File: src/rtl/vga_fb_reader.sv
`default_nettype none
// ============================================================================
// Module      : vga_fb_reader
// Description : Scan-out engine for a 320x240 RGB565 frame buffer. Generates
//               640x480@60 VGA timing from the system clock, addresses the
//               buffer with 2x2 pixel doubling, converts RGB565 to 12-bit
//               VGA colour and keeps sync/active aligned with that colour.
// Revision    : 1.0 - initial release
// ============================================================================
module vga_fb_reader #(
  parameter int CLK_DIV  = 4,
  parameter int H_ACTIVE = 640,
  parameter int H_FP     = 16,
  parameter int H_SYNC   = 96,
  parameter int H_BP     = 48,
  parameter int V_ACTIVE = 480,
  parameter int V_FP     = 10,
  parameter int V_SYNC   = 2,
  parameter int V_BP     = 33,
  parameter int FB_W     = 320
) (
  input  logic        clk,
  input  logic        rst_n,
  output logic [16:0] read_addr,
  input  logic [15:0] fb_pixel,
  output logic [3:0]  vga_r,
  output logic [3:0]  vga_g,
  output logic [3:0]  vga_b,
  output logic        hsync,
  output logic        vsync,
  output logic        active,
  output logic        frame_start
);

  localparam int H_TOTAL = H_ACTIVE + H_FP + H_SYNC + H_BP;
  localparam int V_TOTAL = V_ACTIVE + V_FP + V_SYNC + V_BP;

  // Widths leave room for the exclusive end-of-sync bounds.
  localparam int TW = $clog2(CLK_DIV);
  localparam int HW = $clog2(H_TOTAL + 1);
  localparam int VW = $clog2(V_TOTAL + 1);

  localparam logic [TW-1:0] TICK_LAST = TW'(CLK_DIV - 1);
  localparam logic [HW-1:0] H_LAST    = HW'(H_TOTAL - 1);
  localparam logic [VW-1:0] V_LAST    = VW'(V_TOTAL - 1);
  localparam logic [HW-1:0] H_ACT     = HW'(H_ACTIVE);
  localparam logic [VW-1:0] V_ACT     = VW'(V_ACTIVE);
  localparam logic [HW-1:0] HS_START  = HW'(H_ACTIVE + H_FP);
  localparam logic [HW-1:0] HS_END    = HW'(H_ACTIVE + H_FP + H_SYNC);
  localparam logic [VW-1:0] VS_START  = VW'(V_ACTIVE + V_FP);
  localparam logic [VW-1:0] VS_END    = VW'(V_ACTIVE + V_FP + V_SYNC);
  localparam logic [16:0]   ROW_STEP  = 17'(FB_W);

  logic [TW-1:0] r_tick;
  logic [HW-1:0] r_h;
  logic [VW-1:0] r_v;
  // Buffer address of column 0 on the current line: (v>>1)*FB_W.
  logic [16:0]   r_row_base;

  logic          w_period_end;
  logic          w_h_wrap;
  logic          w_v_wrap;
  logic [HW-1:0] w_h_next;
  logic [VW-1:0] w_v_next;
  logic [16:0]   w_row_base_next;
  logic          w_next_active;
  logic [16:0]   w_next_addr;
  logic          w_cur_active;
  logic          w_cur_hsync;
  logic          w_cur_vsync;
  logic          w_unused_bits;

  // Low-order colour bits are dropped by the 565 -> 444 conversion.
  assign w_unused_bits = ^{fb_pixel[11], fb_pixel[6:5], fb_pixel[0]};

  assign w_period_end = (r_tick == TICK_LAST);
  assign w_h_wrap     = (r_h == H_LAST);
  assign w_v_wrap     = (r_v == V_LAST);

  // Position and row base that the counters take at the next period boundary.
  always_comb begin
    w_h_next        = r_h;
    w_v_next        = r_v;
    w_row_base_next = r_row_base;
    if (w_h_wrap) begin
      w_h_next = '0;
      if (w_v_wrap) begin
        w_v_next        = '0;
        w_row_base_next = '0;
      end else begin
        w_v_next = r_v + 1'b1;
        // Leaving an odd line moves to the next stored row.
        if (r_v[0]) begin
          w_row_base_next = r_row_base + ROW_STEP;
        end
      end
    end else begin
      w_h_next = r_h + 1'b1;
    end
  end

  // Address for the upcoming pixel period; zero throughout blanking.
  always_comb begin
    w_next_active = (w_h_next < H_ACT) && (w_v_next < V_ACT);
    w_next_addr   = '0;
    if (w_next_active) begin
      w_next_addr = w_row_base_next + 17'(w_h_next >> 1);
    end
  end

  // Decode of the period currently being scanned.
  always_comb begin
    w_cur_active = (r_h < H_ACT) && (r_v < V_ACT);
    w_cur_hsync  = !((r_h >= HS_START) && (r_h < HS_END));
    w_cur_vsync  = !((r_v >= VS_START) && (r_v < VS_END));
  end

  // Pixel tick, raster counters and registered read address.
  always_ff @(posedge clk) begin
    if (!rst_n) begin
      r_tick     <= '0;
      r_h        <= '0;
      r_v        <= '0;
      r_row_base <= '0;
      read_addr  <= '0;
    end else begin
      r_tick <= w_period_end ? '0 : r_tick + 1'b1;
      if (w_period_end) begin
        r_h        <= w_h_next;
        r_v        <= w_v_next;
        r_row_base <= w_row_base_next;
        read_addr  <= w_next_addr;
      end
    end
  end

  // Output stage: colour of the ending period plus its sync/active, loaded together.
  always_ff @(posedge clk) begin
    if (!rst_n) begin
      vga_r  <= '0;
      vga_g  <= '0;
      vga_b  <= '0;
      hsync  <= 1'b1;
      vsync  <= 1'b1;
      active <= 1'b0;
    end else if (w_period_end) begin
      vga_r  <= w_cur_active ? fb_pixel[15:12] : 4'h0;
      vga_g  <= w_cur_active ? fb_pixel[10:7]  : 4'h0;
      vga_b  <= w_cur_active ? fb_pixel[4:1]   : 4'h0;
      hsync  <= w_cur_hsync;
      vsync  <= w_cur_vsync;
      active <= w_cur_active;
    end
  end

  // One-clock pulse on the wrap into the first pixel of a new frame.
  always_ff @(posedge clk) begin
    if (!rst_n) begin
      frame_start <= 1'b0;
    end else begin
      frame_start <= w_period_end && w_h_wrap && w_v_wrap;
    end
  end

endmodule
`default_nettype wire

File: config.mk
export PLATFORM = sky130hd
export DESIGN_NAME = vga_fb_reader
export DESIGN_NICKNAME = d
export VERILOG_FILES = /design/src/rtl/vga_fb_reader.sv
export SDC_FILE = /design/constraint.sdc
export NUM_CORES = 1
export LEC_CHECK = 0
export BUFFER_PORTS_ARGS = -buffer_cell sky130_fd_sc_hd__buf_2
export CAP_MARGIN = 10
export CORE_MARGIN = 5
export CORE_UTILIZATION = 58
export CTS_CLUSTER_DIAMETER = 80
export DETAILED_ROUTE_END_ITERATION = 12
export GPL_TIMING_DRIVEN = 0
export HOLD_SLACK_MARGIN = 0.03
export PLACE_DENSITY = 0.91
export SLEW_MARGIN = 15
export SYNTH_ARGS = -nofsm -noshare
export SYNTH_HDL_FRONTEND = slang
export SYNTH_SLANG_ARGS = --single-unit
export TNS_END_PERCENT = 30
File: constraint.sdc
create_clock -name clk -period 4.8 [get_ports clk]
set_clock_uncertainty 0.15 [all_clocks]
set_input_delay 0.24 -clock clk [delete_from_list [all_inputs] [get_ports clk]]
set_output_delay 0.24 -clock clk [all_outputs]
set_load 0.02 [all_outputs]
==> out/metrics.yaml <==
worst_hold_path:
  min_path_type: "in -> reg"
  min-delay-start: "rst_n"
  whs_path_depth: 3
  min_to: "r_tick[0]"
clock_tree:
  tritoncts: "built"
  clk_path_buf_depth: 2
  htree_levels: 3
  clock_sinks: 72
  clkLatencyLatePin_ns: 0.36
  root_buffer: "clkbuf_8"
  path_clk_slew_ns: 0.08
  cts_setup_buffers: 0
  cts_made_buffers: 9
logic_synthesis:
  synthXorXnorAreaFrac_pct: 9.370
  synth_edf_count: 0
  yosysTopAreaCellShare_pct: 37.61
  synth_fa_ha_area_share_pct: 5.420
  ys_seq_area_share_pct: 37.61
  ys_ff_latch: 72
  synth_compound_area_share_pct: 15.87
  yosys.area.top_type: "dfxtp_1"
  synth_area_mm2: 0.003832
  netlist_top_cells_area: "dfxtp_1 (38%), xnor2_1 (6.2%), ha_1 (4.9%), a22o_1 (3.9%), nand2_1 (3.7%)"
  synth_cells: 421
  synth_area_per_cell_um2: 9.103
  synth_flop_cell: "dfxtp_1"
  synthMuxAreaShare_pct: 2.873
  ys_types: 56
  async_flop_share_pct: 0
  synth_top_family_by_area: "simple AND/OR/NAND/NOR gates"
  synth_warnings: 0
  synthSimpleGateAreaFrac_pct: 24.65
  syn-num-nets: 455
critical_path:
  max_stage_delay_ns: 0.37
  worst_path_max_delay_cell: "fa_1"
  setup.worst_path.end_class: "flip-flop"
  worstPathCellList: "ha_1 > and3_1 > buf_4 > and3_2 > buf_4 > buf_4 > nand2_1 > buf_2 > and2_1 > ha_1 > inv_1 > fa_1 > nand2b_1 > a21oi_1 > o21a_1 > o21ai_0 > a21oi_2 > o2111ai_1 > xor2_1 > a22o_2"
  crit_family: "compound AO/OA/AOI/OAI gates"
  cp.arrival_ns: 4.56
  crit-reg2reg-launch: "r_h[0]"
  path_common_cell: "buf_4"
  critPathBufInv: 5
  reg2reg_to: "read_addr[12]"
  r2r_cells: 20
  r2r_slack_ns: 0.34
  path_class: "reg -> reg"
  cp_max_fo: 10
  cp.required_ns: 4.90
  cp-start-kind: "flip-flop"
timing:
  slew_viol_final: 0
  fin_hold_ws_ns: 0.04861
  finalCritPeriodShare_pct: 92.92
  rsz0062_at_grt: "no"
  setup_viol: 0
  max-slew-margin-rel_pct: 41.02
  timing.fmax_mhz: 224.2
  tns_ns: 0
  post-route-worst-setup-slack_ns: 0.3400
  hold_viol_final: 0
  layout_min_cycle_time_ns: 4.460
  tightestPinTransition_ns: 0.8724
status:
  status: "finished clean"
placed_design:
  dp.cells: 544
  place_ws_ns: 0.1121
  post_dp_cell_area_mm2: 0.004159
  gp_congestion: 0.8736
  place.detailed.hpwl_um: 6494
  portBuffers: 46
die:
  core_area_mm2: 0.006386
  initial_core_util_pct: 60.01
  dieArea_mm2: 0.008333
  die_height_um: 91.29
  die_w_um: 91.29
  top_level_ports: 51
  rows: 29
routing:
  vias: 3303
  ant_nets: 0
  post_drt_wl_per_cell_um: 15.70
  drt_first_pass_iters: 4
  drtIter0Drc: 162
  routed_wl_um: 8983
  via_per_inst: 5.774
  drc: 0
power:
  finalPower_mw: 1.112
  ir_drop_v: 0.0002026
  p_leak_nw: 1.914
  p_per_area_mw_per_mm2: 249.2
finish:
  layout_common_cells: "dfxtp_1 (72), buf_2 (48), nand2_1 (38)"
  area_growth_pct: 16.45
  post-route-util_pct: 69.89
  diodes: 0
  instances_no_fill: 572
  drive_above_1_share_pct: 18.99
  fin_nets: 524
  stdcell_area_mm2: 0.004463
  final_common_cell: "dfxtp_1"
grt:
  grt_pass1_wl_um: 15060
  track_usage_pct: 22.07
  grt_max_degree: 14
  overflow: 0
  first_global_vias: 3268
  grt_antenna_before_repair: 0
job:
  cap_violations: 0
final cells by class:
type,instances,area (µm²)
Multi-Input combinational cell,319,2240
Clock buffer,10,127.6
Fill cell,462,1923
Buffer,21,128.9
Inverter,9,33.78
Sequential cell,72,1441
Timing Repair Buffer,58,350.3
Clock inverter,6,45.04
Tap cell,77,96.34
report_power, final:
part / internal [mW] / switching, mW
combinational: 0.0321 / 0.0430
clock: 0.189 / 0.237
sequential: 0.606 / 0.00588
total: 0.827 / 0.286
cell families (layout without fill, tap and decap cells):
kind of cell	Yosys count	count (layout)
buf+inv	30	104
mux	11	11
fa+ha+maj	16	16
flops	72	72
simple gates	172	172
xor+xnor	41	41
compound gates	79	79
state kept, by name (all words and copies together), names as in the netlist:
signal and flops:
vga_b 4, vsync 1, r_h 10, vga_g 4, vga_r 4, hsync 1
r_v 10, r_tick 2, r_row_base 17, active 1, frame_start 1, read_addr 17
routing by layer:
layer	track usage, %	wire length [µm]	vias to the layer above	part of all wire [%]
li1	-	-	1618	-
met1	26.17	3743	1573	42
met2	37.56	4552	93	51
met3	4.298	462	19	5.1
met4	11.61	224	0	2.5
met5	0	0	-	0
worst register-to-register path, cell delays in order (launching register included):
cell and delay, ns:
dfxtp_1 0.36, ha_1 0.27, and3_1 0.20, buf_4 0.16, and3_2 0.17, buf_4 0.15, buf_4 0.17, nand2_1 0.17
buf_2 0.25, and2_1 0.16, ha_1 0.16, inv_1 0.06, fa_1 0.37, nand2b_1 0.19, a21oi_1 0.21, o21a_1 0.19
o21ai_0 0.15, a21oi_2 0.27, o2111ai_1 0.17, xor2_1 0.17, a22o_2 0.23
cells in the mapped netlist, types with 3 or more instances:
library cell   n
buf_6          3
a22o_2        10
a21o_1         4
and3_2         3
nand2_1       38
xnor2_1       27
nor2b_1       16
a21oi_1       15
buf_4          3
o21a_1         6
nor2_1        31
nand3_1       14
and3_1         6
inv_1          9
nor4_1         3
a21boi_0       3
or2_2          3
nand4_1        7
o21ai_0       12
clkbuf_1      11
nand2b_1       5
a22o_1        17
nor4b_1        3
nor3_1         9
xor2_1        14
and2_1        21
mux2i_1       11
dfxtp_1       72
ha_1          15
worst max-delay path by stage:
stage	start	endpoint	slack [ns]	depth (start not counted)
global route	r_h[0]	read_addr[12]	0.02	20
finish	r_h[0]	read_addr[12]	0.34	20
CTS	r_h[0]	read_addr[12]	0.09	20
floorplan	r_h[0]	read_addr[12]	0.81	20
detailed placement	r_h[0]	read_addr[12]	0.11	20
global placement	r_h[0]	read_addr[12]	0.24	20
timing repair:
action                                 CTS  global route
setup endpoints to repair                0             8
hold buffers                            12             0
endpoints found under the hold margin   12             0
gates resized for setup                  0             6
Power figures use the tool's default switching activity.
